--- src/rtl/vga_plot_sink.sv ---
// vga_plot_fifo: generic pointer-based FIFO with an occupancy count (DEPTH must be a power of two).
// Latency: a push is visible at the head and in o_level the cycle after the write edge.
// Backpressure: none internally; the caller must not push when full or pop when empty.
// Ports: i_clk/i_rst_n clock and async active-low reset; i_push/i_push_dat write side;
//        i_pop/o_pop_dat read side (head is shown combinationally); o_level occupancy 0..DEPTH.
module vga_plot_fifo #(
    parameter int WIDTH = 8,
    parameter int DEPTH = 4
) (
    input  logic                     i_clk,
    input  logic                     i_rst_n,
    input  logic                     i_push,
    input  logic [WIDTH-1:0]         i_push_dat,
    input  logic                     i_pop,
    output logic [WIDTH-1:0]         o_pop_dat,
    output logic [$clog2(DEPTH):0]   o_level
);
    localparam int PW = $clog2(DEPTH);
    localparam int LW = PW + 1;

    logic [WIDTH-1:0] r_mem [DEPTH];
    logic [PW-1:0]    r_wr_ptr;
    logic [PW-1:0]    r_rd_ptr;
    logic [LW-1:0]    r_level;

    // Storage needs no reset: occupancy gates every read.
    always_ff @(posedge i_clk) begin
        if (i_push) begin
            r_mem[r_wr_ptr] <= i_push_dat;
        end
    end

    // Pointers wrap naturally because DEPTH is a power of two.
    always_ff @(posedge i_clk or negedge i_rst_n) begin
        if (!i_rst_n) begin
            r_wr_ptr <= '0;
            r_rd_ptr <= '0;
            r_level  <= '0;
        end else begin
            if (i_push) begin
                r_wr_ptr <= r_wr_ptr + PW'(1);
            end
            if (i_pop) begin
                r_rd_ptr <= r_rd_ptr + PW'(1);
            end
            case ({i_push, i_pop})
                2'b10:   r_level <= r_level + LW'(1);
                2'b01:   r_level <= r_level - LW'(1);
                default: r_level <= r_level;
            endcase
        end
    end

    assign o_pop_dat = r_mem[r_rd_ptr];
    assign o_level   = r_level;
endmodule

// vga_plot_sink: range-checks plotted pixels, packs colour, queues them and writes them to a framebuffer port.
// Latency: plot sampled at edge N -> mem_wren with its address/data in the cycle after edge N+1.
// Backpressure: mem_ready low holds the write; the FIFO fills, busy flags full, further plots are dropped and counted.
// Ports: CLOCK_50/resetn clock and async active-low reset; VGA_X/VGA_Y/VGA_COLOR/plot pixel input;
//        busy FIFO full; mem_addr/mem_data/mem_wren/mem_ready framebuffer write handshake;
//        drop_count saturating count of discarded plots; fifo_level current FIFO occupancy.
module vga_plot_sink #(
    parameter logic [55:0] RESOLUTION  = "640x480",
    parameter int          COLOR_DEPTH = 9,
    parameter int          FIFO_DEPTH  = 4,
    localparam int         W  = (RESOLUTION == "320x240") ? 320 :
                                (RESOLUTION == "160x120") ? 160 : 640,
    localparam int         H  = (W == 320) ? 240 : (W == 160) ? 120 : 480,
    localparam int         A  = (W == 320) ? 17 : (W == 160) ? 15 : 19,
    localparam int         LW = $clog2(FIFO_DEPTH) + 1
) (
    input  logic                   CLOCK_50,
    input  logic                   resetn,
    input  logic [9:0]             VGA_X,
    input  logic [8:0]             VGA_Y,
    input  logic [23:0]            VGA_COLOR,
    input  logic                   plot,
    output logic                   busy,
    output logic [A-1:0]           mem_addr,
    output logic [COLOR_DEPTH-1:0] mem_data,
    output logic                   mem_wren,
    input  logic                   mem_ready,
    output logic [7:0]             drop_count,
    output logic [LW-1:0]          fifo_level
);
    localparam int K  = COLOR_DEPTH / 3;
    localparam int EW = 10 + 9 + COLOR_DEPTH;

    localparam logic [9:0]    W_X      = 10'(W);
    localparam logic [8:0]    H_Y      = 9'(H);
    localparam logic [A-1:0]  W_A      = A'(W);
    localparam logic [LW-1:0] FULL_LVL = LW'(FIFO_DEPTH);

    localparam logic [0:0] S_IDLE  = 1'b0;
    localparam logic [0:0] S_WRITE = 1'b1;

    logic                   w_on_screen;
    logic                   w_push;
    logic                   w_drop;
    logic                   w_pop;
    logic                   w_empty;
    logic [COLOR_DEPTH-1:0] w_pack;
    logic [EW-1:0]          w_head;
    logic [9:0]             w_head_x;
    logic [8:0]             w_head_y;
    logic [COLOR_DEPTH-1:0] w_head_c;
    logic [A-1:0]           w_addr;

    logic [0:0]             r_state;
    logic [A-1:0]           r_addr;
    logic [COLOR_DEPTH-1:0] r_data;
    logic [7:0]             r_drop;

    // Upper bits of VGA_X/VGA_Y beyond the resolution make the pixel fail the compare.
    assign w_on_screen = (VGA_X < W_X) && (VGA_Y < H_Y);

    // busy comes from the start-of-cycle level, so a pop this cycle cannot rescue a push into a full FIFO.
    assign busy    = (fifo_level == FULL_LVL);
    assign w_empty = (fifo_level == '0);

    assign w_push = plot && w_on_screen && !busy;
    // Off-screen and busy together still count as a single drop.
    assign w_drop = plot && !w_push;

    assign w_pack = {VGA_COLOR[23 -: K], VGA_COLOR[15 -: K], VGA_COLOR[7 -: K]};

    vga_plot_fifo #(
        .WIDTH (EW),
        .DEPTH (FIFO_DEPTH)
    ) u_fifo (
        .i_clk      (CLOCK_50),
        .i_rst_n    (resetn),
        .i_push     (w_push),
        .i_push_dat ({VGA_X, VGA_Y, w_pack}),
        .i_pop      (w_pop),
        .o_pop_dat  (w_head),
        .o_level    (fifo_level)
    );

    assign w_head_x = w_head[EW-1 -: 10];
    assign w_head_y = w_head[COLOR_DEPTH +: 9];
    assign w_head_c = w_head[COLOR_DEPTH-1:0];

    // Full-width product: y*W never exceeds W*H-1, which fits in A bits.
    assign w_addr = (A'(w_head_y) * W_A) + A'(w_head_x);

    // Load the output register when idle, or when the current write is accepted.
    assign w_pop = !w_empty && ((r_state == S_IDLE) || mem_ready);

    always_ff @(posedge CLOCK_50 or negedge resetn) begin
        if (!resetn) begin
            r_state <= S_IDLE;
            r_addr  <= '0;
            r_data  <= '0;
        end else begin
            if (w_pop) begin
                r_addr  <= w_addr;
                r_data  <= w_head_c;
                r_state <= S_WRITE;
            end else if ((r_state == S_WRITE) && mem_ready) begin
                r_state <= S_IDLE;
            end
        end
    end

    always_ff @(posedge CLOCK_50 or negedge resetn) begin
        if (!resetn) begin
            r_drop <= '0;
        end else if (w_drop && (r_drop != 8'hFF)) begin
            r_drop <= r_drop + 8'd1;
        end
    end

    assign mem_wren   = (r_state == S_WRITE);
    assign mem_addr   = r_addr;
    assign mem_data   = r_data;
    assign drop_count = r_drop;
endmodule

--- config.mk ---
export PLATFORM = sky130hd
export DESIGN_NAME = vga_plot_sink
export DESIGN_NICKNAME = d
export VERILOG_FILES = /design/src/rtl/vga_plot_sink.sv
export SDC_FILE = /design/constraint.sdc
export NUM_CORES = 1
export LEC_CHECK = 0
export CAP_MARGIN = 20
export CORE_ASPECT_RATIO = 2
export CORE_MARGIN = 5
export CORE_UTILIZATION = 40
export DETAILED_ROUTE_END_ITERATION = 6
export GPL_TIMING_DRIVEN = 0
export SLEW_MARGIN = 0
export SYNTH_ARGS = -nofsm -noshare
export SYNTH_HDL_FRONTEND = slang
export SYNTH_SLANG_ARGS = --single-unit
--- constraint.sdc ---
create_clock -name CLOCK_50 -period 5.4 [get_ports CLOCK_50]
set_input_delay 0.81 -clock CLOCK_50 [delete_from_list [all_inputs] [get_ports CLOCK_50]]
set_output_delay 0.81 -clock CLOCK_50 [all_outputs]
set_load 0.02 [all_outputs]
==> impl_metrics.toml <==
[timing]
slew_headroom_pct = 39.3
fin_tns_setup_ns = 0
slew_viol_final = 0
setup_ws_ns = 1.05
clock.fmax_mhz = 230
period_minus_slack_ns = 4.35
rsz0062_at_grt = "false"
clock_skew_ns = 0.00822
hold_viol = 0
period_share_pct = 80.5
final-setup-viol-count = 0
tightest_slew_ns = 0.911

[cells_and_area]
area_growth_pct = 24.0
final_cell_mix = "112 x edfxtp_1, 71 x clkdlybuf4s50_1, 70 x nand2_1"
final_common_cell = "edfxtp_1"
stdcell_area_um2 = 8090
multi_input_area_um2 = 1970
diodes = 0
seq_area_um2 = 4460
drive_gt1_share_pct = 14.8
final_net_count = 573
nFillCells = 1451
final_util_pct = 50.0

[routing]
avgViaCountPerCell = 5.10
dr_total_vias = 3656
routed_wirelength_um = 13200
dr.pass1.iters = 4
ant_nets = 0
initialDrtViolationCount = 149
drc = 0
wire_per_inst_um = 18.5

[floorplanning]
die_x_um = 100
die_area_um2 = 19100
core-area_um2 = 16200
ios = 88
die_h_um = 191
rows = 66
start_util_pct = 40.3

[pwr]
peakVddDrop_mv = 0.354
power_frac_comb_pct = 46.7
swShare_pct = 37.4
clockPowerShare_pct = 21.2
fin_total_pwr_uw = 5350
p_per_area_nw_per_um2 = 661
power_switching_uw = 2000
leakagePower_uw = 0.00302
seq_power_share_pct = 32.1
power.internal_uw = 3350

[logic_synthesis]
ys_ff_latch = 156
synthArstFlopShare_pct = 28.2
syn_area_per_cell_um2 = 16.0
synth_top_area_share_pct = 51.5
yosysTopAreaCell = "edfxtp_1"
synth_fp_nets = 481
yosysSeqAreaShare_pct = 68.4
syn-cell-area_um2 = 6530
synth_edf_count = 112
ys_types = 42
synth_ff_type = "edfxtp_1"
ys.warnings.count = 0
syn_inst = 408
synth_area_leaders = "edfxtp_1 52%, dfrtp_1 17%, mux4_2 9.7%"

[critical_path]
critPathCapture = "mem_addr[18]$_DFFE_PN0P_"
rrSetupSlack_ns = 1.05
crit_top_cell = "ha_1"
critPathRequiredTime_ns = 5.74
crit_path_start = "u_fifo.r_rd_ptr[1]$_DFFE_PN0P_"
reg2reg_to = "mem_addr[18]$_DFFE_PN0P_"
critPathMaxFanout = 10
cp_cell_sequence = "clkbuf_1 -> buf_1 -> mux4_2 -> ha_1 -> ha_1 -> fa_1 -> xor2_2 -> o2111ai_2 -> nor4_4 -> nand3b_2 -> or3b_1 -> a31oi_1"
r2r_start = "u_fifo.r_rd_ptr[1]$_DFFE_PN0P_"
worst_path_largest_cell_delay_ns = 0.58
cp_num_cells = 12
worst_setup_path_start_kind = "register"
path_class = "reg -> reg"
cp_top_family = "buffers and inverters"
critPathBufInv = 2
reg2reg_depth = 12
cp.arrival_ns = 4.69
endpoint_kind = "register"
cpMaxStageDelayCell = "buf_1"

[global_routing]
grt_usage_pct = 14.9
grt_max_degree = 39
grt_pass1_vias = 4107
grt_pass1_wl_um = 21400
grt_overflow = 0
antenna_found_initial = 0

[placement]
dp_hpwl_um = 9050
dpl-instance-area_um2 = 7530
pre_cts_slack_ns = 0.944
io_buffers = 72
gp_congestion = 0.837

[min_path]
hold_path.class = "in -> async"

[clocking]
cts_root_buffer = "clkbuf_16"
cts_resized = 0
clk_pin_slew_ns = 0.07
cts_buffer_depth = 2
numClockSinks = 156
cts_tree = "built"
cts_made_buffers = 17
h-tree-depth = 4
clk_latency_ns = 0.42
post_cts_buffers = 0
postCtsHoldBufs = 0

[run]
max_cap_viol_count = 0

[outcome]
status = "finished, final reports clean"
-- flip-flops by register name, summed over array words and instances (netlist names) --
name and cells:
u_fifo.r_mem 112, mem_addr 19, mem_data 9, drop_count 8
u_fifo.o_level 3, u_fifo.r_rd_ptr 2, u_fifo.r_wr_ptr 2, mem_wren 1
-- metal layers --
metal | vias to the layer above | GRT usage, % | wire length, um | share of wire, %
met1 | 1855 | 15.4 | 4780 | 36
met2 | 82 | 28.7 | 7770 | 59
met3 | 13 | 3.55 | 486 | 3.7
met4 | 0 | 4.83 | 195 | 1.5
li1 | 1706 | - | - | -
met5 | - | 0 | 0 | 0
-- cell usage after synthesis (2+ instances only) --
cell and instances:
ha_1 23, and3_1 4, fa_1 3, nor2_1 12, a21o_1 3, nand4_1 7, nand2_1 70, a21oi_1 7
clkbuf_1 6, buf_1 4, and2_1 4, edfxtp_1 112, xor2_1 10, dfrtp_1 44, nand3_1 2, nor3_1 3
o21ai_0 15, buf_2 2, mux4_2 28, inv_1 14, xnor2_1 14
-- power by group through the flow --
stage	Sequential [uW]	Combinational (uW)	Clock, uW
floorplan	1870	1620	0
global placement	1730	2480	0
detailed placement	1740	2520	0
CTS	1720	2540	1150
global route	1740	2780	1210
finish	1710	2500	1140
-- metrics by stage --
step,cells,hold slack (ns)
after floorplan,408,0.514
final,717,0.235
after detailed placement,685,0.465
after global placement,684,0.459
after CTS,717,0.227
after global routing,717,0.232
-- cell families after synthesis --
kind of cell	Yosys count	share of synthesized area (%)
simple gates	108	7.53
buf+inv	26	1.53
fa+ha+maj	26	5.33
compound gates	37	3.79
xor+xnor	25	3.47
mux	30	9.98
flops	156	68.4
-- worst min path at each step --
stage                                      endpoint  depth (start not counted)
after floorplan           drop_count[0]$_DFFE_PN0P_                          0
after global placement      mem_addr[2]$_DFFE_PN0P_                          2
after detailed placement    mem_addr[5]$_DFFE_PN0P_                          2
after CTS                  mem_addr[17]$_DFFE_PN0P_                          1
after global routing       mem_addr[17]$_DFFE_PN0P_                          1
final                      mem_addr[17]$_DFFE_PN0P_                          1
-- final cells by class --
cell class                      instances  area share, %
Clock buffer                           23           6.29
Sequential cell                       156           55.2
Timing Repair Buffer                   73           9.09
Buffer                                 12          0.587
Inverter                               14          0.649
Multi-Input combinational cell        226           24.3
Tap cell                              204           3.15
Clock inverter                          9          0.727
-- worst register-to-register path, stage by stage (launching register included) --
cell and delay (ns):
dfrtp_1 0.38, clkbuf_1 0.50, buf_1 0.59, mux4_2 0.47, ha_1 0.30, ha_1 0.25
fa_1 0.47, xor2_2 0.25, o2111ai_2 0.20, nor4_4 0.23, nand3b_2 0.14, or3b_1 0.36
a31oi_1 0.15
(Power assumes the default switching activity.)
